[src/rtl/fifo_pkg.sv]
// Shared definitions for the dual-clock FIFO read side.
// Contents:
//   gray_word_t  - wide working type for pointer conversions; callers cast
//                  their pointer into it and cast the result back to width
//   occ_e        - occupancy states of the 2-entry prefetch buffer
//   bin2gray     - binary to reflected Gray code
//   gray2bin     - reflected Gray code to binary
package fifo_pkg;

   // Conversions run on a 32-bit word so that any pointer width up to 32 bits
   // can share one function. Zero-extended upper bits stay zero in both
   // directions, so truncating the result back gives the right answer.
   typedef logic [31:0] gray_word_t;

   typedef enum logic [1:0] {
      OCC_EMPTY = 2'd0,
      OCC_ONE   = 2'd1,
      OCC_TWO   = 2'd2
   } occ_e;

   function automatic gray_word_t bin2gray(input gray_word_t b);
      return b ^ (b >> 1);
   endfunction

   // Each binary bit is the XOR of all Gray bits at and above it.
   function automatic gray_word_t gray2bin(input gray_word_t g);
      gray_word_t b;
      b[31] = g[31];
      for (int i = 30; i >= 0; i--) begin
         b[i] = b[i+1] ^ g[i];
      end
      return b;
   endfunction

endpackage

[src/rtl/fifo_rd_ctrl_if.sv]
// Bus bundle between the FIFO read controller and its surroundings.
// Carries the RAM read port (raddr, ren, rdata) and the consumer handshake
// (dout, dout_valid, dout_ready).
//   master - the read controller: drives raddr/ren/dout/dout_valid
//   slave  - RAM and consumer: drive rdata and dout_ready
interface fifo_rd_ctrl_if #(
   parameter int ADDRSIZE = 8,
   parameter int DATASIZE = 8
);
   logic [ADDRSIZE-1:0] raddr;
   logic                ren;
   logic [DATASIZE-1:0] rdata;
   logic [DATASIZE-1:0] dout;
   logic                dout_valid;
   logic                dout_ready;

   modport master (
      output raddr, ren, dout, dout_valid,
      input  rdata, dout_ready
   );

   modport slave (
      input  raddr, ren, dout, dout_valid,
      output rdata, dout_ready
   );
endinterface

[src/rtl/fifo_rd_ptr.sv]
// Read pointer, empty flag and fill count for the FIFO read domain.
// Ports:
//   rclk      - read clock
//   rrst_n    - synchronous active-low reset
//   ren       - a RAM read is issued this clock; advances the pointer
//   rq2_wptr  - write pointer (Gray) already synchronized into rclk
//   rptr      - registered Gray read pointer for the write-side synchronizer
//   raddr     - binary RAM address (low bits of the binary pointer)
//   rempty    - registered empty flag
//   rd_count  - registered count of words in RAM not yet read
module fifo_rd_ptr
   import fifo_pkg::*;
#(
   parameter int ADDRSIZE = 8
) (
   input  logic                rclk,
   input  logic                rrst_n,
   input  logic                ren,
   input  logic [ADDRSIZE:0]   rq2_wptr,
   output logic [ADDRSIZE:0]   rptr,
   output logic [ADDRSIZE-1:0] raddr,
   output logic                rempty,
   output logic [ADDRSIZE:0]   rd_count
);

   localparam int PW = ADDRSIZE + 1;

   logic [ADDRSIZE:0] rbin;
   logic [ADDRSIZE:0] rbnext;
   logic [ADDRSIZE:0] rgnext;
   logic [ADDRSIZE:0] wbin;

   // Next pointer values. The extra MSB lets full and empty be told apart:
   // equal Gray pointers mean empty, so wrap needs no special handling.
   always_comb begin
      rbnext = rbin + PW'(ren);
      rgnext = PW'(bin2gray(gray_word_t'(rbnext)));
      wbin   = PW'(gray2bin(gray_word_t'(rq2_wptr)));
   end

   // Pointer and flag registers. Empty compares against the synchronized
   // write pointer as sampled now, so a write landing on the same clock only
   // shows up one clock later (stale empty, never a false not-empty).
   always_ff @(posedge rclk) begin
      if (!rrst_n) begin
         rbin     <= '0;
         rptr     <= '0;
         rempty   <= 1'b1;
         rd_count <= '0;
      end else begin
         rbin     <= rbnext;
         rptr     <= rgnext;
         rempty   <= (rgnext == rq2_wptr);
         rd_count <= wbin - rbnext;
      end
   end

   assign raddr = rbin[ADDRSIZE-1:0];

endmodule

[src/rtl/fifo_rd_ctrl.sv]
// Read-side controller of the dual-clock FIFO, entirely in the rclk domain.
// Issues RAM reads, owns the read pointer, and presents data through a
// 2-entry prefetch buffer (head = dout, plus one skid entry) so a consumer
// holding dout_ready high receives one word per clock.
// Ports:
//   rclk      - read clock, the only clock here
//   rrst_n    - synchronous active-low reset; discards buffered/in-flight words
//   rq2_wptr  - synchronized write pointer, Gray code
//   rptr      - registered Gray read pointer to the write-side synchronizer
//   rempty    - registered empty flag of the RAM side
//   rd_count  - registered, conservative count of unread RAM words
//   bus       - master side of fifo_rd_ctrl_if (RAM read port + consumer handshake)
module fifo_rd_ctrl
   import fifo_pkg::*;
#(
   parameter int ADDRSIZE = 8,
   parameter int DATASIZE = 8
) (
   input  logic              rclk,
   input  logic              rrst_n,
   input  logic [ADDRSIZE:0] rq2_wptr,
   output logic [ADDRSIZE:0] rptr,
   output logic              rempty,
   output logic [ADDRSIZE:0] rd_count,
   fifo_rd_ctrl_if.master    bus
);

   occ_e                occ_q;
   occ_e                occ_d;
   logic [DATASIZE-1:0] dout_q;
   logic [DATASIZE-1:0] dout_d;
   logic [DATASIZE-1:0] skid_q;
   logic [DATASIZE-1:0] skid_d;
   logic                inflight_q;
   logic                pop;
   logic                ren;
   logic [2:0]          level;

   fifo_rd_ptr #(
      .ADDRSIZE (ADDRSIZE)
   ) u_rd_ptr (
      .rclk     (rclk),
      .rrst_n   (rrst_n),
      .ren      (ren),
      .rq2_wptr (rq2_wptr),
      .rptr     (rptr),
      .raddr    (bus.raddr),
      .rempty   (rempty),
      .rd_count (rd_count)
   );

   // Read issue. level is how many words the buffer will hold after this
   // clock if nothing new is read; a read is only issued when that leaves
   // room, which is what guarantees no word ever arrives while already full.
   always_comb begin
      pop   = (occ_q != OCC_EMPTY) && bus.dout_ready;
      level = {1'b0, occ_q} + {2'b00, inflight_q} - {2'b00, pop};
      ren   = !rempty && (level < 3'd2);
   end

   // Prefetch buffer next state. An arrival is the RAM word for a read issued
   // last clock. With two words held, a pop promotes the skid entry to head.
   always_comb begin
      occ_d  = occ_q;
      dout_d = dout_q;
      skid_d = skid_q;
      case (occ_q)
         OCC_EMPTY: begin
            if (inflight_q) begin
               occ_d  = OCC_ONE;
               dout_d = bus.rdata;
            end
         end
         OCC_ONE: begin
            if (inflight_q && pop) begin
               dout_d = bus.rdata;
            end else if (inflight_q) begin
               occ_d  = OCC_TWO;
               skid_d = bus.rdata;
            end else if (pop) begin
               occ_d = OCC_EMPTY;
            end
         end
         OCC_TWO: begin
            if (pop) begin
               occ_d  = OCC_ONE;
               dout_d = skid_q;
            end
         end
         default: begin
            occ_d = OCC_EMPTY;
         end
      endcase
   end

   // Buffer registers. Clearing inflight_q on reset is what drops the RAM
   // return of any read issued just before reset.
   always_ff @(posedge rclk) begin
      if (!rrst_n) begin
         occ_q      <= OCC_EMPTY;
         dout_q     <= '0;
         skid_q     <= '0;
         inflight_q <= 1'b0;
      end else begin
         occ_q      <= occ_d;
         dout_q     <= dout_d;
         skid_q     <= skid_d;
         inflight_q <= ren;
      end
   end

   // A word arriving while both entries are occupied would be lost.
   assert property (@(posedge rclk) disable iff (!rrst_n)
      !((occ_q == OCC_TWO) && inflight_q));

   assign bus.ren        = ren;
   assign bus.dout       = dout_q;
   assign bus.dout_valid = (occ_q != OCC_EMPTY);

endmodule

[src/flat_wrapper.sv]
// flat-port wrapper written by rule: the top's interface ports become plain ports
module fifo_rd_ctrl_flat import fifo_pkg::*;
#(
   parameter int ADDRSIZE = 8,
   parameter int DATASIZE = 8
)
  (rclk, rrst_n, rq2_wptr, rptr, rempty, rd_count, bus_raddr, bus_ren, bus_dout, bus_dout_valid, bus_rdata, bus_dout_ready);
  fifo_rd_ctrl_if #(.ADDRSIZE(ADDRSIZE), .DATASIZE(DATASIZE)) bus_i ();
  input  logic rclk;
  input  logic rrst_n;
  input  logic [ADDRSIZE:0] rq2_wptr;
  output logic [ADDRSIZE:0] rptr;
  output logic rempty;
  output logic [ADDRSIZE:0] rd_count;
  output wire logic [$bits(bus_i.raddr)-1:0] bus_raddr;
  output wire logic [$bits(bus_i.ren)-1:0] bus_ren;
  output wire logic [$bits(bus_i.dout)-1:0] bus_dout;
  output wire logic [$bits(bus_i.dout_valid)-1:0] bus_dout_valid;
  input wire logic [$bits(bus_i.rdata)-1:0] bus_rdata;
  input wire logic [$bits(bus_i.dout_ready)-1:0] bus_dout_ready;
  assign bus_raddr = bus_i.raddr;
  assign bus_ren = bus_i.ren;
  assign bus_dout = bus_i.dout;
  assign bus_dout_valid = bus_i.dout_valid;
  assign bus_i.rdata = bus_rdata;
  assign bus_i.dout_ready = bus_dout_ready;
  fifo_rd_ctrl #(.ADDRSIZE(ADDRSIZE), .DATASIZE(DATASIZE)) u_core (.rclk(rclk), .rrst_n(rrst_n), .rq2_wptr(rq2_wptr), .rptr(rptr), .rempty(rempty), .rd_count(rd_count), .bus(bus_i));
endmodule
[config.mk]
export PLATFORM = sky130hd
export DESIGN_NAME = fifo_rd_ctrl_flat
export DESIGN_NICKNAME = d
export VERILOG_FILES = /design/src/rtl/fifo_pkg.sv /design/src/rtl/fifo_rd_ctrl_if.sv /design/src/rtl/fifo_rd_ptr.sv /design/src/rtl/fifo_rd_ctrl.sv /design/src/flat_wrapper.sv
export SDC_FILE = /design/constraint.sdc
export NUM_CORES = 1
export LEC_CHECK = 0
export CAP_MARGIN = 10
export CORE_AREA = 5 5 100 102
export DETAILED_ROUTE_END_ITERATION = 12
export DIE_AREA = 0 0 105 107
export GPL_TIMING_DRIVEN = 0
export PLACE_DENSITY_LB_ADDON = 0.2
export SYNTH_ARGS = -nofsm -noshare
export SYNTH_HDL_FRONTEND = slang
export SYNTH_HIERARCHICAL = 1
export SYNTH_SLANG_ARGS = --single-unit
[constraint.sdc]
create_clock -name rclk -period 5 [get_ports rclk]
set_input_delay 0.5 -clock rclk [delete_from_list [all_inputs] [get_ports rclk]]
set_output_delay 0.5 -clock rclk [all_outputs]
set_load 0.03 [all_outputs]
==> summary.md <==
| Metric | Value |
|---|---|
| Crit path capture type | flop |
| Core footprint | 9020 um^2 |
| Initial core utilization | 0.280 |
| Floorplan die width | 105 um |
| Port Buf Inserts | 56 |
| Die area | 11,200 um^2 |
| Number of antenna cells inserted | 0 |
| Y dimension of the die | 107 um |
| Unrepaired setup endpoints after global routing | no |
| Final setup violation count | 0 |
| Antenna violations before repair | 0 |
| Max Cap Viol | 0 |
| Count of endpoints failing hold in the final timing report | 0 |
| Total via count after detailed routing | 1,944 |
| Drt drc | 0 |
| TritonCTS clock tree | yes |
| Slew Limit Headroom | 0.531 |
| WL/cell | 13.0 um |
| Post-synthesis cell type with the largest combined area | dfxtp_1 |
| Startpoint of the worst setup timing path | bus_dout_ready |
| Area contributors post-synth | dfxtp_1 (37%), mux2i_1 (7.5%), ha_1 (6.0%) |
| Inserted Clock Buffers | 5 |
| Max Transition Viols Final | 0 |
| Fin crit period | 4.69 ns |
| Highest attainable clock frequency | 213 MHz |
| GRT Resource Usage Total | 0.100 |
| Primary flip-flop cell chosen by synthesis mapping | dfxtp_1 |
| Worst min-delay path class | flop to flop |
| Leakage power | 0.00135 uW |
| Number of synthesized flops with an enable pin | 0 |
| Insertion delay to the later sink of the worst-skew pair | 0.30 ns |
| Maximum number of pins on one net before global-route repair | 17 |
| Total Routed Length | 5630 um |
| Seq/Total Area, Yosys | 0.365 |
| Total of flip-flops plus latches after synthesis | 46 |
| Startpoint types | input port |
| Top-level I/O count | 57 |
| Synth warn | 6 |
| Setup clock skew after layout | 0.0123 ns |
| Routability-driven placement congestion ratio | 0.789 |
| Cell area power density | 318 nW/um^2 |
| Grt total ovfl | 0 |
| Worst hold start | u_core/skid_q[7]$_SDFFE_PN0P_ |
| Count of mapped cells out of synthesis | 257 |
| Worst r2r src | u_core/occ_q[1]$_SDFFE_PN0P_ |
| Cell Rows | 35 |
| Required time of the critical path | 5.23 ns |
| Fraction of the core area covered by cells at the end of the flow | 0.369 |
| Max Buffers Root-to-Sink | 2 |
| Final HPWL from detailed placement | 4550 um |
| Post-Syn Nets | 291 |
| Final-stage net count | 354 |
| Max rail drop VDD | 0.144 mV |
| Layout cell share with drive strength beyond 1 | 0.0966 |
| Data arrival at the endpoint of the critical path | 4.92 ns |
| Number of H-tree levels | 2 |
| Overall power | 1060 uW |
| Clock sinks | 46 |
| Period utilisation layout | 0.937 |
| Share of the synthesized area in the top cell type | 0.365 |
| Iteration count of the initial detailed-routing pass | 4 |
| CTS Root Buffer Type | clkbuf_8 |
| Transition time at the pin with the least slew margin | 0.701 ns |
| Synthesized area | 2520 um^2 |
| Avg Vias per Cell | 4.50 |
| Worst-path fanout max | 6 |
| Average size of a mapped cell | 9.81 um^2 |
| Final antenna-violating net count | 0 |
| Iter 0 DRT Violations | 34 |
| Number of global-route vias before repair | 1,911 |
| Global-route wire length before repair | 9260 um |
| Clock slew at the register clock pins of the worst setup and hold paths | 0.10 ns |
| Setup CP Type | input port to flop |
| Layout-stage area growth over the synthesis result | 32.1% |
| Share of flip-flops with an asynchronous set or reset after synthesis | 0 |
| Outcome | finished, final reports clean |
| Number of distinct library cells after synthesis | 49 |
-- power breakdown --
| part | internal [uW] | switching (uW) | leakage [uW] |
|---|---|---|---|
| clock network | 101 | 135 | 0.0000447 |
| registers | 405 | 16.9 | 0.000376 |
| logic | 182 | 219 | 0.000934 |
-- timing repair --
action / 4_1_cts / 5_1_grt
setup buffers: 0 / 0
gates cloned: 0 / 0
setup endpoints to repair: 1 / 2
gates resized for setup: 1 / 3
pin swaps: 0 / 0
hold buffers: 0 / 0
-- routing by layer --
metal  GRT usage  vias up  wire, um
li1            -     1008         -
met1       0.127      874      2640
met2       0.166       54      2610
met3      0.0277        8       315
met4      0.0301        0        59
met5           0        -         0
-- state kept, by name, indices dropped and copies added (netlist names) --
name / flops
u_core/bus.dout: 8
u_core/inflight_q: 1
u_core/occ_q: 2
u_core/skid_q: 8
u_core/u_rd_ptr/rbin: 8
u_core/u_rd_ptr/rd_count: 9
u_core/u_rd_ptr/rempty: 1
u_core/u_rd_ptr/rptr: 9
-- synth_stat cells (all sizes together), types with 3 or more instances --
| cell | count |
|---|---|
| xor2 | 14 |
| nor2 | 32 |
| clkbuf | 5 |
| a21boi | 3 |
| nor3 | 8 |
| inv | 9 |
| nor3b | 4 |
| mux2i | 19 |
| nand2b | 4 |
| buf | 5 |
| o21ai | 8 |
| nor2b | 4 |
| xnor2 | 20 |
| nand2 | 7 |
| and3 | 3 |
| a21oi | 5 |
| dfxtp | 46 |
| ha | 12 |
| nand3 | 3 |
| and2 | 5 |
| a211oi | 17 |
-- worst paths after layout --
| check | cells past startpoint | slack, ns | to |
|---|---|---|---|
| min | 2 | 0.50 | u_core/skid_q[7]$_SDFFE_PN0P_ |
| max | 18 | 0.31 | u_core/u_rd_ptr/rd_count[8]$_SDFF_PN0_ |
| min reg2reg | 2 | 0.50 | u_core/skid_q[7]$_SDFFE_PN0P_ |
| max reg2reg | 19 | 0.48 | u_core/u_rd_ptr/rd_count[8]$_SDFF_PN0_ |
-- layout make-up --
cell class | count | area [um^2]
fillers | 935 | 5690
multi-input cells | 191 | 1520
flip-flops and latches | 46 | 921
repair buffers | 56 | 561
well taps | 111 | 139
clock buffers | 5 | 68.8
plain buffers | 10 | 58.8
inverters | 10 | 37.5
clock inverters | 3 | 25.0
-- metrics by stage --
stage / setup TNS, ns / hold WS (ns) / std cells / setup WS, ns / area (um^2)
after floorplan: 0 / 0.463 / 257 / 0.0535 / 2520
after global placement: -0.514 / 0.474 / 424 / -0.292 / 3220
after detailed placement: -0.568 / 0.487 / 424 / -0.319 / 3220
after CTS: 0 / 0.513 / 432 / 0.140 / 3320
after global routing: 0 / 0.549 / 432 / 0.0153 / 3330
final: 0 / 0.500 / 432 / 0.313 / 3330
-- worst max-delay path, stage by stage --
cell and delay (ns):
clkdlybuf4s50_1 0.57, nand2_1 0.13, ha_1 0.29, nand2_1 0.06, fa_1 0.39, xor2_1 0.16
nor3b_2 0.27, ha_2 0.30, ha_2 0.26, xor2_2 0.25, inv_1 0.15, ha_1 0.32
nor2b_1 0.15, o21a_1 0.18, o21ai_0 0.31, a21oi_1 0.16, or3_1 0.32, a21oi_1 0.14
-- logic make-up (layout without fill, tap and decap cells) --
| family | Yosys count | after routing | synth area share |
|---|---|---|---|
| AND/OR/NAND/NOR | 80 | 80 | 0.165 |
| flip-flops | 46 | 46 | 0.365 |
| AO/OA/AOI/OAI | 42 | 42 | 0.119 |
| XOR/XNOR | 36 | 36 | 0.163 |
| buffers and inverters | 20 | 84 | 0.0382 |
| multiplexers | 19 | 19 | 0.0754 |
| adder cells (fa/ha/maj) | 14 | 14 | 0.0754 |
-- placed cells by master, fill, tap and decap left out, types with 2 or more instances in the layout --
cell type / netlist / layout
xor2_1: 11 / 10
buf_6: 2 / 2
a211oi_1: 16 / 16
a21boi_0: 3 / 3
ha_2: 0 / 2
xnor3_1: 2 / 2
o21ai_0: 7 / 7
clkdlybuf4s50_1: 0 / 56
fa_1: 2 / 2
a21oi_1: 5 / 5
nand2b_1: 4 / 4
dfxtp_1: 46 / 46
ha_1: 12 / 10
a31oi_1: 2 / 2
and3b_1: 2 / 2
nand3b_1: 2 / 2
and3_1: 2 / 2
nor3b_1: 4 / 3
nand2_1: 7 / 7
mux2i_1: 19 / 19
buf_2: 2 / 2
and2_1: 4 / 4
nor3_1: 8 / 8
o21a_1: 2 / 2
clkbuf_8: 0 / 5
nor2_1: 32 / 32
nand3_1: 3 / 3
xor2_2: 2 / 3
xnor2_2: 2 / 2
nor2b_1: 4 / 4
xnor2_1: 17 / 17
clkbuf_1: 5 / 5
inv_1: 9 / 9
(Power assumes the default switching activity.)
